`src/rtl/axi_pkg.sv`:
```
// Shared AXI4 constants, the arsize helper and the read-master state encoding.
package axi_pkg;

    localparam logic [1:0] BURST_INCR  = 2'b01;
    localparam logic [1:0] RESP_OKAY   = 2'b00;
    localparam logic [1:0] RESP_EXOKAY = 2'b01;
    localparam logic [1:0] RESP_SLVERR = 2'b10;
    localparam logic [1:0] RESP_DECERR = 2'b11;

    localparam int AXI_4K_BYTES = 4096;

    typedef enum logic [1:0] {
        ST_IDLE,
        ST_ADDR,
        ST_DATA,
        ST_DONE
    } rd_state_t;

    function automatic logic [2:0] axi_size(input int data_w);
        return 3'($clog2(data_w / 8));
    endfunction

endpackage

```
`src/rtl/axi_burst_calc.sv`:
```
// Burst sizing: beats = min(remaining, MAX_BURST, words left before the next 4 KB boundary).
module axi_burst_calc
    import axi_pkg::*;
#(
    parameter int DATA_W    = 32,
    parameter int MAX_BURST = 16,
    parameter int LEN_W     = 32
) (
    input  logic [11:0]      addr_lo,
    input  logic [LEN_W-1:0] remaining,
    output logic [8:0]       beats,
    output logic [7:0]       arlen
);

    localparam int BYTE_SH = $clog2(DATA_W / 8);
    localparam int CW      = (LEN_W > 13) ? LEN_W : 13;

    logic [12:0]   to_4k;
    logic [CW-1:0] room;
    logic [CW-1:0] rem_w;
    logic [CW-1:0] pick;

    always_comb begin
        to_4k = (13'(AXI_4K_BYTES) - {1'b0, addr_lo}) >> BYTE_SH;
        room  = (CW'(to_4k) < CW'(MAX_BURST)) ? CW'(to_4k) : CW'(MAX_BURST);
        rem_w = CW'(remaining);
        pick  = (rem_w < room) ? rem_w : room;
        // pick never exceeds MAX_BURST (<= 256), so 9 bits hold it
        beats = 9'(pick);
        arlen = 8'(beats - 9'd1);
    end

endmodule

```
`src/rtl/axi_burst_read_master.sv`:
```
// AXI4 read master: splits one word-count request into INCR bursts (MAX_BURST cap,
// no 4 KB crossing) and streams read data to the consumer with full backpressure.
//
// state   | meaning
// --------+-----------------------------------------------------------
// ST_IDLE | waiting for read_en_in
// ST_ADDR | arvalid high, araddr/arlen held until arready
// ST_DATA | draining the single outstanding burst, counting beats
// ST_DONE | one-cycle done pulse, then back to IDLE
module axi_burst_read_master
    import axi_pkg::*;
#(
    parameter int ADDR_W    = 32,
    parameter int DATA_W    = 32,
    parameter int MAX_BURST = 16,
    parameter int LEN_W     = 32
) (
    input  logic              clk,
    input  logic              rst,
    input  logic [ADDR_W-1:0] read_addr_in,
    input  logic [LEN_W-1:0]  read_len_in,
    input  logic              read_en_in,
    output logic              read_busy_out,
    output logic              read_done_out,
    output logic              read_error_out,
    output logic [DATA_W-1:0] read_data_out,
    output logic              read_valid_out,
    input  logic              read_ready_in,
    output logic [ADDR_W-1:0] m00_axi_araddr,
    output logic [7:0]        m00_axi_arlen,
    output logic [2:0]        m00_axi_arsize,
    output logic [1:0]        m00_axi_arburst,
    output logic              m00_axi_arlock,
    output logic [3:0]        m00_axi_arcache,
    output logic [2:0]        m00_axi_arprot,
    output logic [3:0]        m00_axi_arqos,
    output logic              m00_axi_arvalid,
    input  logic              m00_axi_arready,
    input  logic [DATA_W-1:0] m00_axi_rdata,
    input  logic [1:0]        m00_axi_rresp,
    input  logic              m00_axi_rlast,
    input  logic              m00_axi_rvalid,
    output logic              m00_axi_rready
);

    localparam int BYTE_SH = $clog2(DATA_W / 8);
    localparam logic [ADDR_W-1:0] ALIGN_MASK = ~ADDR_W'(DATA_W / 8 - 1);

    rd_state_t         state;
    rd_state_t         state_nxt;
    logic [ADDR_W-1:0] addr_q;
    logic [LEN_W-1:0]  remaining_q;
    logic [8:0]        burst_beats_q;
    logic [8:0]        beat_cnt_q;
    logic              error_q;
    logic [8:0]        calc_beats;
    logic [7:0]        calc_arlen;
    logic              start_acc;
    logic              ar_fire;
    logic              r_fire;
    logic              last_beat;

    axi_burst_calc #(
        .DATA_W    (DATA_W),
        .MAX_BURST (MAX_BURST),
        .LEN_W     (LEN_W)
    ) u_calc (
        .addr_lo   (addr_q[11:0]),
        .remaining (remaining_q),
        .beats     (calc_beats),
        .arlen     (calc_arlen)
    );

    assign start_acc = (state == ST_IDLE) && read_en_in;
    assign ar_fire   = (state == ST_ADDR) && m00_axi_arready;
    assign r_fire    = (state == ST_DATA) && m00_axi_rvalid && read_ready_in;
    assign last_beat = (beat_cnt_q == burst_beats_q - 9'd1);

    assign m00_axi_araddr  = addr_q;
    assign m00_axi_arsize  = axi_size(DATA_W);
    assign m00_axi_arburst = BURST_INCR;
    assign m00_axi_arlock  = 1'b0;
    assign m00_axi_arcache = 4'b0011;
    assign m00_axi_arprot  = 3'b000;
    assign m00_axi_arqos   = 4'b0000;
    assign read_data_out   = m00_axi_rdata;
    assign read_error_out  = error_q;

    always_ff @(posedge clk or negedge rst) begin
        if (!rst) begin
            state <= ST_IDLE;
        end else begin
            state <= state_nxt;
        end
    end

    always_comb begin
        state_nxt       = state;
        m00_axi_arvalid = 1'b0;
        m00_axi_arlen   = '0;
        m00_axi_rready  = 1'b0;
        read_valid_out  = 1'b0;
        read_busy_out   = 1'b0;
        read_done_out   = 1'b0;
        case (state)
            ST_IDLE: begin
                if (read_en_in) begin
                    state_nxt = (read_len_in != '0) ? ST_ADDR : ST_DONE;
                end
            end
            ST_ADDR: begin
                m00_axi_arvalid = 1'b1;
                m00_axi_arlen   = calc_arlen;
                read_busy_out   = 1'b1;
                if (m00_axi_arready) begin
                    state_nxt = ST_DATA;
                end
            end
            ST_DATA: begin
                m00_axi_rready = read_ready_in;
                read_valid_out = m00_axi_rvalid;
                read_busy_out  = 1'b1;
                // the counted beat, not rlast, closes the burst
                if (r_fire && last_beat) begin
                    state_nxt = (remaining_q != '0) ? ST_ADDR : ST_DONE;
                end
            end
            ST_DONE: begin
                read_done_out = 1'b1;
                state_nxt     = ST_IDLE;
            end
            default: begin
                state_nxt = ST_IDLE;
            end
        endcase
    end

    always_ff @(posedge clk or negedge rst) begin
        if (!rst) begin
            addr_q        <= '0;
            remaining_q   <= '0;
            burst_beats_q <= '0;
            beat_cnt_q    <= '0;
            error_q       <= 1'b0;
        end else begin
            if (start_acc) begin
                addr_q      <= read_addr_in & ALIGN_MASK;
                remaining_q <= read_len_in;
                error_q     <= 1'b0;
            end
            if (ar_fire) begin
                addr_q        <= addr_q + (ADDR_W'(calc_beats) << BYTE_SH);
                remaining_q   <= remaining_q - LEN_W'(calc_beats);
                burst_beats_q <= calc_beats;
                beat_cnt_q    <= '0;
            end
            if (r_fire) begin
                beat_cnt_q <= beat_cnt_q + 9'd1;
                if ((m00_axi_rresp != RESP_OKAY) || (m00_axi_rlast != last_beat)) begin
                    error_q <= 1'b1;
                end
            end
        end
    end

endmodule

```
`config.mk`:
```
export PLATFORM = sky130hd
export DESIGN_NAME = axi_burst_read_master
export DESIGN_NICKNAME = d
export VERILOG_FILES = /design/src/rtl/axi_pkg.sv /design/src/rtl/axi_burst_calc.sv /design/src/rtl/axi_burst_read_master.sv
export SDC_FILE = /design/constraint.sdc
export NUM_CORES = 1
export LEC_CHECK = 0
export CELL_PAD_IN_SITES_DETAIL_PLACEMENT = 1
export CELL_PAD_IN_SITES_GLOBAL_PLACEMENT = 2
export CORE_MARGIN = 3
export CORE_UTILIZATION = 30
export CTS_BUF_LIST = sky130_fd_sc_hd__clkbuf_4
export DETAILED_ROUTE_END_ITERATION = 8
export PLACE_DENSITY = 0.94
export SLEW_MARGIN = 20
export SYNTH_ARGS = -nofsm -noshare
export SYNTH_HDL_FRONTEND = slang
export SYNTH_SLANG_ARGS = --single-unit
export TNS_END_PERCENT = 30
```
`constraint.sdc`:
```
create_clock -name clk -period 11.9 [get_ports clk]
set_clock_uncertainty 0.15 [all_clocks]
set_input_delay 2.38 -clock clk [delete_from_list [all_inputs] [get_ports clk]]
set_output_delay 2.38 -clock clk [all_outputs]
set_load 0.005 [all_outputs]
```
## Word-level counts from Yosys, hierarchy flattened

Index checks and enable logic that the tools add are counted.

- Input bits: 105
- Word-level logic and storage cells: 59
- Flip-flop bits (word level): 85

- Reduce and logical (&&, ||, !) cells: 14
- Eq/ne operators: 8
- $lt $le $gt $ge: 2
- $add $sub $neg: 6
- Mux-type cells: 23

Operators by type and width:

| cell | count |
|---|---|
| $mux W32 | 4 |
| $reduce_bool A32 Y1 | 2 |
| $add A32 B11 Y32 | 1 |
| $lt A32 B11 Y1 | 1 |
| $sub A32 B9 Y32 | 1 |
| $mux W9 | 3 |
| $sub A13 B12 Y13 const A | 1 |
| $lt A11 B5 Y1 const B | 1 |
| $mux W11 | 1 |
| $mux W2 | 5 |
| $add A9 B1 Y9 const B | 1 |
| $eq A9 B9 Y1 | 1 |
| $sub A9 B1 Y9 const B | 1 |
| $mux W1 | 8 |
| $mux W8 | 1 |
| $pmux W2 S4 | 1 |
| $sub A8 B1 Y8 const B | 1 |
| $reduce_bool A2 Y1 | 3 |
| $logic_and A1 B1 Y1 | 5 |
| $eq A2 B2 Y1 const B | 2 |
| $ne A2 B2 Y1 const B | 2 |
| $reduce_and A3 Y1 | 1 |
| $eq A2 B1 Y1 const B | 1 |
| $logic_not A2 Y1 | 1 |
| 4 further kinds | 4 |

## Logic depth before layout (Yosys ltp)

Gate-level depths: netlist of run 1.

- Word-level depth: 7
- Depth in mapped cells: 28
- Depth with buffers taken out: 26

## By module

A second synthesis of run 1 with hierarchy kept.

- Cell total of the unflattened synthesis: 818
- Area, all modules: 6869.1 µm²

By module, submodules not included:

| module | cells an instance | instances | area each (µm²) |
|---|---|---|---|
| axi_burst_read_master | 714 | 1 | 6093.3 |
| axi_burst_calc | 104 | 1 | 775.7 |

## Worst setup path before layout of run 1

No wires, ideal clock.

- Kind: flip-flop to output port
- From: register addr_q[2], in the netlist m00_axi_araddr[2]
- To: output m00_axi_arlen[7]
- Arrival time: 3.816 ns
- Path slack: 5.554 ns
- Stages on the path, launching flop included: 18
- Path through: dfrtp_1 > inv_2 > ha_1 > nor3b_2 > xnor2_1 > nand2_4 > inv_1 > nand2_1 > ha_1 > o211a_1 > nand4_2 > o211ai_2 > clkbuf_1 > mux2i_1 > nand4_1 > nor2_1 > xnor2_1 > and2_1

- Word-level cells in the longest chain between the ends: 7

Ends and longest elaborated chain:

| what | RTL line | source |
|---|---|---|
| start, declared | axi_burst_read_master.sv:51 | `logic [ADDR_W-1:0] addr_q;` |
| start signal, assigned | axi_burst_read_master.sv:147 | `addr_q <= read_addr_in & ALIGN_MASK;` |
| start signal, assigned | axi_burst_read_master.sv:152 | `addr_q <= addr_q + (ADDR_W'(calc_beats) << BYTE_SH);` |
| $sub A13 B12 Y13 * | axi_burst_calc.sv:24 | `to_4k = (13'(AXI_4K_BYTES) - {1'b0, addr_lo}) >> BYTE_SH;` |
| $lt A11 B5 Y1 | axi_burst_calc.sv:25 | `room = (CW'(to_4k) < CW'(MAX_BURST)) ? CW'(to_4k) : CW'(MAX_BURST);` |
| $mux W11 * | axi_burst_calc.sv:25 |  |
| $lt A32 B11 Y1 | axi_burst_calc.sv:27 | `pick = (rem_w < room) ? rem_w : room;` |
| $mux W9 * | axi_burst_calc.sv:27 |  |
| $sub A8 B1 Y8 * | axi_burst_calc.sv:30 | `arlen = 8'(beats - 9'd1);` |
| $mux W8 * | axi_burst_read_master.sv:105 | `case (state)` |
| end, declared | axi_burst_read_master.sv:30 | `output logic [7:0] m00_axi_arlen,` |

Mark *: on every way between the ends. The rest lies on a longest branch, timed or not.

## Final worst setup path of run 1

Same ends and word-level chain as after synthesis.

==> results of run 1 <==
==> cells in the final DEF (no fill, tap or decap), types with 25 or more instances in the layout <==
cell type          n
clkdlybuf4s50_1  113
a21oi_1           37
o21ai_0           49
dfrtp_1           83
nor2_1            71
nor3_1            29
nand2_1           72
conb_1            25
ha_1              28
inv_1             28
==> final cells by class <==
cell class | count | area [µm²]
Tap cell | 280 | 350.3
Multi-Input combinational cell | 640 | 4167
Fill cell | 2653 | 14000
Clock inverter | 6 | 63.81
Sequential cell | 83 | 2077
Inverter | 29 | 108.9
Clock buffer | 10 | 75.07
Timing Repair Buffer | 120 | 1184
==> worst max path at each step <==
stage,endpoint,slack [ps],start,cells past startpoint
after floorplan,m00_axi_arlen[7],5550,m00_axi_araddr[2]$_DFFE_PN0P_,17
after global placement,m00_axi_arlen[7],4320,m00_axi_araddr[2]$_DFFE_PN0P_,17
after detailed placement,m00_axi_arlen[7],4070,m00_axi_araddr[2]$_DFFE_PN0P_,17
after CTS,m00_axi_arlen[7],3510,m00_axi_araddr[2]$_DFFE_PN0P_,17
after global routing,m00_axi_arlen[7],3030,m00_axi_araddr[2]$_DFFE_PN0P_,17
final,m00_axi_arlen[7],3460,m00_axi_araddr[2]$_DFFE_PN0P_,17
==> Yosys cell counts (all sizes together) (7+ instances only) <==
cell type | number | area share [%]
xnor2 | 23 | 3.0
buf | 57 | 6.1
o21ai | 49 | 3.6
a31oi | 11 | 1.0
or3 | 14 | 1.4
nor2 | 75 | 4.3
a311oi | 13 | 1.7
nand3 | 20 | 1.5
nand2 | 74 | 4.2
clkbuf | 32 | 1.8
mux2i | 18 | 2.7
xor2 | 8 | 1.0
nor4 | 13 | 1.3
dfrtp | 83 | 31
nor3 | 31 | 2.4
a211oi | 23 | 2.5
o211ai | 13 | 1.5
nand4 | 11 | 1.1
a21oi | 38 | 2.9
and2 | 14 | 1.3
and3 | 23 | 2.1
or4 | 7 | 0.83
ha | 28 | 5.2
inv | 29 | 1.6
==> power by group through the flow <==
stage	Combinational, mW	Clock [mW]	Sequential (mW)
finish	0.910	0.181	0.567
global route	1.01	0.198	0.589
CTS	0.910	0.189	0.564
detailed placement	0.905	0	0.569
global placement	0.877	0	0.564
floorplan	0.590	0	0.510
==> critical path: stages, from the launching register on <==
cell and delay (ps):
dfrtp_1 550, inv_2 70, ha_1 250, nor3b_2 200
xnor2_1 630, nand2_4 240, inv_1 260, nand2_1 140
ha_1 220, or3_1 330, nor3_1 450, o211ai_2 450
mux2i_1 490, nand4_1 180, nor2_1 200, xnor2_1 130
and2_1 140, clkdlybuf4s50_1 500
==> sequential cells by signal (all words and copies together) (netlist names) <==
name,cells
read_error_out,1
remaining_q,32
burst_beats_q,9
m00_axi_araddr,30
beat_cnt_q,9
state,2
==> per-layer routing <==
layer  vias to the layer above  part of all wire (%)
met2                       191                    47
met1                      3315                    47
met3                        20                   5.5
li1                       3090                     -
met4                         0                   1.0
met5                         -                     0
==> cell families (layout without fill, tap and decap cells) <==
group           after synthesis  count (layout)
mux                          24              24
flops                        83              83
simple gates                309             309
compound gates              221             221
xor+xnor                     31              31
other cells                   2              25
fa+ha+maj                    30              30
buf+inv                     118             165
==> per-stage QoR <==
stage,setup slack (ps),util [%],hold WS [ps],instances
2_1_floorplan,5554,-,309.9,841
3_3_place_gp,4316,35.79,316.9,1152
3_5_place_dp,4067,35.79,343.5,1152
4_1_cts,3508,36.42,367.1,1168
5_1_grt,3032,36.43,399.0,1168
6_report,3464,36.43,362.7,1168
==> results.yml, run 1 <==
detailed_routing:
  vias: 6616
  drtIter0Drc: 458
  ant_nets: 0
  wire_per_inst_um: 19.86
  via_per_inst: 5.664
  drt-pass1-iter-count: 5
  routed_wl_um: 23200
  drc_errors: 0
clock_tree:
  cts_tree: "yes"
  clock_latency_ps: 480
  cts.path.max_buffers: 2
  cts_resized: 0
  postCtsSetupBuffers: 0
  cts_htree_levels: 3
  root_buffer: "clkbuf_4"
  ctsHoldBuffers: 0
  clk_pin_slew_worst_paths_ps: 140
  clock-sinks: 83
  numCtsBuffers: 9
worst_setup_path:
  worstPathArrival_ps: 5910
  required_ps: 9370
  rrSetupSlack_ps: 4640
  critPathMaxFanout: 16
  critPathLaunchType: "flop"
  worst_r2r_endpoint: "m00_axi_araddr[24]$_DFFE_PN0P_"
  path_class: "reg -> out"
  endpoint_kind: "output pin"
  ff2ff_path_depth: 26
  rr_startpoint: "m00_axi_araddr[2]$_DFFE_PN0P_"
sta:
  tightest_slew_ps: 1037
  final-max-slew-violation-count: 0
  fin_crit_ps: 8436
  setup_tns_ps: 0
  relSlewSlack_pct: 30.87
  finalHoldViolCount: 0
  setup_viol: 0
  rsz0062_at_grt: "no"
  max_freq_mhz: 118.5
  post-route-period-util_pct: 70.89
synth:
  synth_top_family_by_area: "simple AND/OR/NAND/NOR gates"
  yosys-mux-area-fraction_pct: 3.700
  ys_seq_area_share_pct: 30.56
  synth_compound_area_share_pct: 22.92
  synth_top_flop_cell: "dfrtp_1"
  ys_warn_count: 0
  netlist_area_um2: 6797
  yosysUniqueCellTypes: 85
  synthArstFlopShare_pct: 100.0
  synth_edf_count: 0
  ys_ff_latch: 83
  synth-simple-area-share_pct: 23.60
  syn_inst: 818
  synthAdderAreaFrac_pct: 5.615
  synth-xor-area-share_pct: 3.995
  avgSynthCellArea_um2: 8.309
grt:
  grt_busiest_layer: "met2"
  use_met3_pct: 3.567
  grt_pass1_vias: 6759
  grtUsageMet1_pct: 26.45
  grt_max_degree: 63
  grt_pass1_wl_um: 37270
  gr-total-overflow: 0
  gr-usage-all-layers_pct: 18.95
  grt_use_met2_pct: 30.79
  antenna_found_initial: 0
placed_design:
  portBuffers: 114
  placed_cell_area_um2: 7884
  place_congestion: 0.8233
  hpwlAfterDp_um: 16980
run:
  max_cap_violations: 0
final_layout:
  finish.instance_area_um2: 8025
  drive_above_1_share_pct: 6.869
  nNetsFinal: 1017
  area_growth_pct: 18.08
  diodes: 0
power_and_ir_drop:
  power_density_nw_per_um2: 206.6
  swShare_pct: 46.65
  clock_power_share_pct: 10.9
  seq_power_share_pct: 34.2
  power.internal_mw: 0.8845
  p_leak_nw: 3.293
  p_switching_mw: 0.7733
  irDropWorstVdd_v: 0.00008369
  power.total_mw: 1.658
  p_comb_share_pct: 54.9
die:
  io_pins: 200
  initial_utilization_pct: 30.86
  placementRows: 54
  dieHeight_um: 156.5
  coreArea_um2: 22030
  dieArea_um2: 24500
  die_x_um: 156.5
min_path:
  hold_depth: 1
  hold_class: "reg -> reg"
  hold_start: "beat_cnt_q[8]$_DFFE_PN0P_"
  hold_end: "beat_cnt_q[8]$_DFFE_PN0P_"
status:
  outcome: "finished clean"
Note: power is estimated with default switching activity, not from simulation.
==> run 2, diff against run 1 <==
--- a/config.mk
+++ b/config.mk
@@ -8,10 +8,10 @@
 export CELL_PAD_IN_SITES_DETAIL_PLACEMENT = 1
 export CELL_PAD_IN_SITES_GLOBAL_PLACEMENT = 2
 export CORE_MARGIN = 3
-export CORE_UTILIZATION = 30
+export CORE_UTILIZATION = 28
 export CTS_BUF_LIST = sky130_fd_sc_hd__clkbuf_4
 export DETAILED_ROUTE_END_ITERATION = 8
-export PLACE_DENSITY = 0.94
+export PLACE_DENSITY = 0.89
 export SLEW_MARGIN = 20
 export SYNTH_ARGS = -nofsm -noshare
 export SYNTH_HDL_FRONTEND = slang
==> constraint.sdc (replaced) <==
create_clock -name clk -period 8.8 [get_ports clk]
set_clock_uncertainty 0.15 [all_clocks]
set_input_delay 1.76 -clock clk [delete_from_list [all_inputs] [get_ports clk]]
set_output_delay 1.76 -clock clk [all_outputs]
set_load 0.005 [all_outputs]
==> run 2 against run 1 <==
Final area grew 0.37%. Power grew 33%. Utilization down 2.4 points. Non-clock buffer count rose by 1. Wire length increased by 0.30%. Hold slack lost 4.0 ps. Critical path depth is the same. Global-route usage down 1.1 points. Clock-buffer cell count stayed put. Critical path type unchanged. Highest routed layer unchanged.
==> results.yml, run 2 (same netlist as run 1, synthesis figures left out) <==
final_layout:
  drive_above_1_share_pct: 6.862
  stdcell_count: 1208
  top_register: "remaining_q"
  nFillCells: 2879
  final_cell_mix: "113 x clkdlybuf4s50_1, 83 x dfrtp_1, 73 x nand2_1"
  area_growth_pct: 18.52
  largest_register_ffs: 32
  nNetsFinal: 1018
  diodes: 0
  layout_commonest_cell: "clkdlybuf4s50_1"
clock_tree:
  cts_tree: "yes"
  numCtsBuffers: 9
  cts_htree_levels: 3
  cts.path.max_buffers: 2
  clock_latency_ps: 490
  cts_resized: 0
  ctsHoldBuffers: 0
  clock-sinks: 83
  postCtsSetupBuffers: 0
  root_buffer: "clkbuf_4"
  clk_pin_slew_worst_paths_ps: 140
sta:
  rsz0062_at_grt: "no"
  final-max-slew-violation-count: 0
  tightest_slew_ps: 1010
  setup_tns_ps: 0
  fin_crit_ps: 7683
  relSlewSlack_pct: 32.67
  setup_viol: 0
  max_freq_mhz: 130.2
  fin_ws_ps: 1117
  post-route-period-util_pct: 87.30
  finalHoldViolCount: 0
placed_design:
  portBuffers: 114
  place_inst: 1192
  dp_slack_ps: 1608
  hpwlAfterDp_um: 17340
  place_congestion: 0.8217
power_and_ir_drop:
  clock_power_share_pct: 9.8
  power_density_nw_per_um2: 273.6
  p_comb_share_pct: 55.6
  irDropWorstVdd_v: 0.0001229
  p_leak_nw: 3.290
  power.internal_mw: 1.167
  seq_power_share_pct: 34.6
  power.total_mw: 2.204
  p_switching_mw: 1.036
  swShare_pct: 47.03
detailed_routing:
  vias: 6595
  wire_per_inst_um: 19.26
  drtIter0Drc: 370
  ant_nets: 0
  via_per_inst: 5.459
  drt-pass1-iter-count: 5
  routed_wl_um: 23260
  drc_errors: 0
grt:
  antenna_found_initial: 0
  grt_max_degree: 52
  grt_pass1_wl_um: 37490
  gr-usage-all-layers_pct: 17.83
  grt_pass1_vias: 6791
  gr-total-overflow: 0
min_path:
  hold_start: "read_error_out$_DFF_PN0_"
  hold_depth: 2
  hold_end: "read_error_out$_DFF_PN0_"
  hold_class: "reg -> reg"
worst_setup_path:
  cp_slowest_stage_delay_ps: 640
  worst_r2r_endpoint: "m00_axi_araddr[24]$_DFFE_PN0P_"
  critPathMaxFanout: 16
  cpMaxStageDelayCell: "xnor2_1"
  path_cells: "inv_2 > ha_1 > nor3b_2 > xnor2_1 > nand2_4 > inv_1 > nand2_1 > ha_1 > or3_1 > nor3_1 > o211ai_2 > mux2i_1 > nand4_1 > nor2_1 > xnor2_1 > and2_1 > clkdlybuf4s50_1"
  worstPathArrival_ps: 5770
  critPathLaunchType: "flop"
  required_ps: 6890
  endpoint_kind: "output pin"
  rr_startpoint: "m00_axi_araddr[2]$_DFFE_PN0P_"
  crit_buf_inv: 3
  rrSetupSlack_ps: 1790
  crit_family: "simple AND/OR/NAND/NOR gates"
  path_class: "reg -> out"
  ff2ff_path_depth: 26
die:
  coreArea_um2: 23680
  dieArea_um2: 26180
  die_x_um: 161.8
  initial_utilization_pct: 28.70
  placementRows: 56
  io_pins: 200
  dieHeight_um: 161.8
run:
  max_cap_violations: 0
status:
  outcome: "finished clean"
==> run 2: cell types whose count changed in the layout (fill, tap and decap cells not counted), sizes merged <==
cell / delta
buf: +1
bufinv: -1
clkinv: +2
clkinvlp: -1
==> run 2: worst register-to-register path: cells and delay by family, from the launching register on <==
kind	cells	cell delay, ps
AO/OA/AOI/OAI	7	1860
flip-flops	1	540
XOR/XNOR	1	640
multiplexers	1	290
buffers and inverters	4	490
AND/OR/NAND/NOR	9	1940
adder cells (fa/ha/maj)	4	1000
==> run 2: layer usage <==
layer	part of all wire, %	GRT usage (%)	up-vias
li1	-	-	3107
met1	47	24.43	3310
met2	47	28.93	159
met3	5.5	4.004	19
met4	1.1	3.800	0
met5	0	0	-
==> run 2: stage by stage <==
step | hold slack [ps] | area [µm²] | util (%)
finish | 358.7 | 8055 | 34.01
global route | 390.9 | 8055 | 34.01
CTS | 368.3 | 8055 | 34.01
detailed placement | 338.1 | 7940 | 33.53
global placement | 324.5 | 7940 | 33.53
floorplan | 309.9 | 6883 | -
==> run 2: power groups by stage <==
stage	clock network, mW	logic [mW]	registers, mW
detailed placement	0	1.22	0.770
global route	0.236	1.37	0.799
finish	0.216	1.22	0.763
global placement	0	1.19	0.764
floorplan	0	0.798	0.690
CTS	0.224	1.23	0.763
==> run 2: layout make-up <==
cell class | instances | area [µm²] | share of cell area (%)
well taps | 319 | 399.1 | 4.955
inverters | 29 | 108.9 | 1.351
clock inverters | 6 | 40.04 | 0.4970
repair buffers | 121 | 1191 | 14.79
multi-input cells | 640 | 4164 | 51.69
clock buffers | 10 | 75.07 | 0.9320
flip-flops and latches | 83 | 2077 | 25.78
==> run 2: worst max path at each step <==
stage                             startpoint                             end  cells after the start  slack [ps]
5_1_grt        m00_axi_araddr[2]$_DFFE_PN0P_                m00_axi_arlen[7]                     17         540
6_report       m00_axi_araddr[2]$_DFFE_PN0P_                m00_axi_arlen[7]                     17        1120
4_1_cts        m00_axi_araddr[2]$_DFFE_PN0P_                m00_axi_arlen[7]                     17        1040
3_3_place_gp   m00_axi_araddr[2]$_DFFE_PN0P_                m00_axi_arlen[7]                     17        1790
2_1_floorplan  m00_axi_araddr[2]$_DFFE_PN0P_  m00_axi_araddr[17]$_DFFE_PN0P_                     27        2790
3_5_place_dp   m00_axi_araddr[2]$_DFFE_PN0P_                m00_axi_arlen[7]                     17        1610
==> RTL change (flow settings as in run 2) <==
`LEN_W` is set to 32 in 2 places; all go to 16.
--- a/src/rtl/axi_burst_calc.sv
+++ b/src/rtl/axi_burst_calc.sv
@@ -4,7 +4,7 @@
 #(
     parameter int DATA_W    = 32,
     parameter int MAX_BURST = 16,
-    parameter int LEN_W     = 32
+    parameter int LEN_W     = 16
 ) (
     input  logic [11:0]      addr_lo,
     input  logic [LEN_W-1:0] remaining,
--- a/src/rtl/axi_burst_read_master.sv
+++ b/src/rtl/axi_burst_read_master.sv
@@ -13,7 +13,7 @@
     parameter int ADDR_W    = 32,
     parameter int DATA_W    = 32,
     parameter int MAX_BURST = 16,
-    parameter int LEN_W     = 32
+    parameter int LEN_W     = 16
 ) (
     input  logic              clk,
     input  logic              rst,
Ports: changed (resized read_len_in); port bits go from 200 to 184. The function was not compared with the original's and may differ.
==> RTL change against run 2 <==
Sequential cell count fell by 16. Total power fell by 8.1%. Clock power rose by 13%. Synthesized area fell by 14%. Final cell count fell by 13%. Worst setup slack improved by 150 ps. Die area fell by 13%. Routed wire length fell by 17%. Critical path type unchanged. Cell area fell by 14%.
==> RTL change: results (changes against run 2) <==
- Complex-gate fraction of the synthesized area: 21.0% (-1.9 points)
- Wire length per cell: 18.4 um (-4.4%)
- Area of placed instances: 6780 um^2 (-15%)
- Initial antenna violation count: 2 (+2)
- Most area-consuming cells after synthesis: sky130_fd_sc_hd__dfrtp_1 29%, sky130_fd_sc_hd__buf_4 6.5%, sky130_fd_sc_hd__ha_1 6.2%
- Iteration count of the initial detailed-routing pass: 4 (-1)
- Post-Synth Adder-Cell Area: 6.69% (+1.1 points)
- Number of warnings reported in the yosys synthesis log: 0 (unchanged)
- Iteration-0 DRC Markers: 330 (-11%)
- Worst slack, placed: 1720 ps (+109 ps)
- Mean area per synthesized cell: 8.14 um^2 (-2.1%)
- GRT Total Usage: 17.3% (-0.49 points)
- Power Internal: 1.08 mW (-7.3%)
- Worst R2R End: remaining_q[12]$_DFFE_PN0P_
- Status: completed
- Vias per cell: 5.22 (-4.3%)
- Port Buffer Count: 98 (-14%)
- Max rail drop VDD: 0.112 mV (-9.3%)
- Cell with the largest stage delay on the worst path: sky130_fd_sc_hd__a21oi_2
- Total half-perimeter wirelength after legalization and detailed placement: 14100 um (-19%)
- Sequential cell area fraction in the yosys report: 28.5% (-2.0 points)
- Worst hold margin: 355 ps (-4.05 ps)
- Synth cell count leaders: 75 x sky130_fd_sc_hd__nand2_1, 67 x sky130_fd_sc_hd__dfrtp_1, 65 x sky130_fd_sc_hd__nor2_1, 54 x sky130_fd_sc_hd__o21ai_0, 51 x sky130_fd_sc_hd__buf_4
- Final core area utilization: 34.1% (+0.063 points)
- Fin crit share: 85.6% (-1.7 points)
- Share of final-layout standard cells stronger than drive strength 1: 6.15% (-0.71 points)
- Top Family by Delay on Critical Path: simple AND/OR/NAND/NOR gates
- Leakage power: 2.88 nW (-12%)
- Cells on worst reg2reg path: 23 (-12%)
- Sequential fraction of design power: 32.4% (-2.2 points)
- Worst-case register-to-register setup slack: 1910 ps (+120 ps)
- Number of global-route vias before repair: 5596 (-18%)
- Power Density: 291 nW/um^2 (+6.4%)
- Number of buffers created by CTS: 9 (unchanged)
- Number of flip-flops under the largest register name: 30 (-6.3%)
- Total wire length: 19300 um (-17%)
- Count of placed standard cells including taps: 1033 (-13%)
- Maximum number of pins on one net before global-route repair: 68 (+31%)
- Clock transition at the register clock pins on the worst setup and hold paths after CTS: 120 ps (-20 ps)
- NumNets Final: 894 (-12%)
- Weighted congestion reported at the end of routability-driven placement: 0.834 (+1.5%)
- Arrival @ worst endpoint: 5620 ps (-150 ps)
- Multiplexer area fraction after synthesis: 4.60% (+0.90 points)
- Critical Path Sink: m00_axi_arlen[7]
- Library cell used as clock root buffer: sky130_fd_sc_hd__clkbuf_4
- Fill cells: 2455 (-15%)
- Unique cell type count in the Yosys netlist: 80 (-5.9%)
- Startpoint of the most critical setup path: m00_axi_araddr[3]$_DFFE_PN0P_
- Xor and xnor area share after synthesis: 4.77% (+0.78 points)
- Critical path peak fanout: 13 (-3)
- Worst relative slew slack: 35.7% (+3.1 points)
- Combinational share of power: 55.5% (about the same)
- First-pass GRT wire length: 31200 um (-17%)
==> RTL change: cell types whose count changed after synthesis, moves of 8 or more <==
cell and delta:
sky130_fd_sc_hd__a211oi_1 -9, sky130_fd_sc_hd__a21oi_1 -8, sky130_fd_sc_hd__a311oi_1 -12, sky130_fd_sc_hd__and2_1 -8, sky130_fd_sc_hd__clkbuf_1 -9, sky130_fd_sc_hd__dfrtp_1 -16, sky130_fd_sc_hd__nor3_1 -10
==> RTL change: area by class of cell <==
cell class,count,share of cell area (%)
Tap cell,270,4.85
Clock inverter,6,1.15
Clock buffer,10,1.08
Antenna cell,1,0.0359
Inverter,32,1.76
Sequential cell,67,24.1
Timing Repair Buffer,104,14.8
Multi-Input combinational cell,561,52.2
==> RTL change: routing by layer <==
metal	share of wire [%]	GRT usage [%]	up-vias
met5	0.041	0	-
met4	1.0	3.40	2
met3	6.4	4.82	16
met2	46	26.8	149
met1	46	24.3	2683
li1	-	-	2641
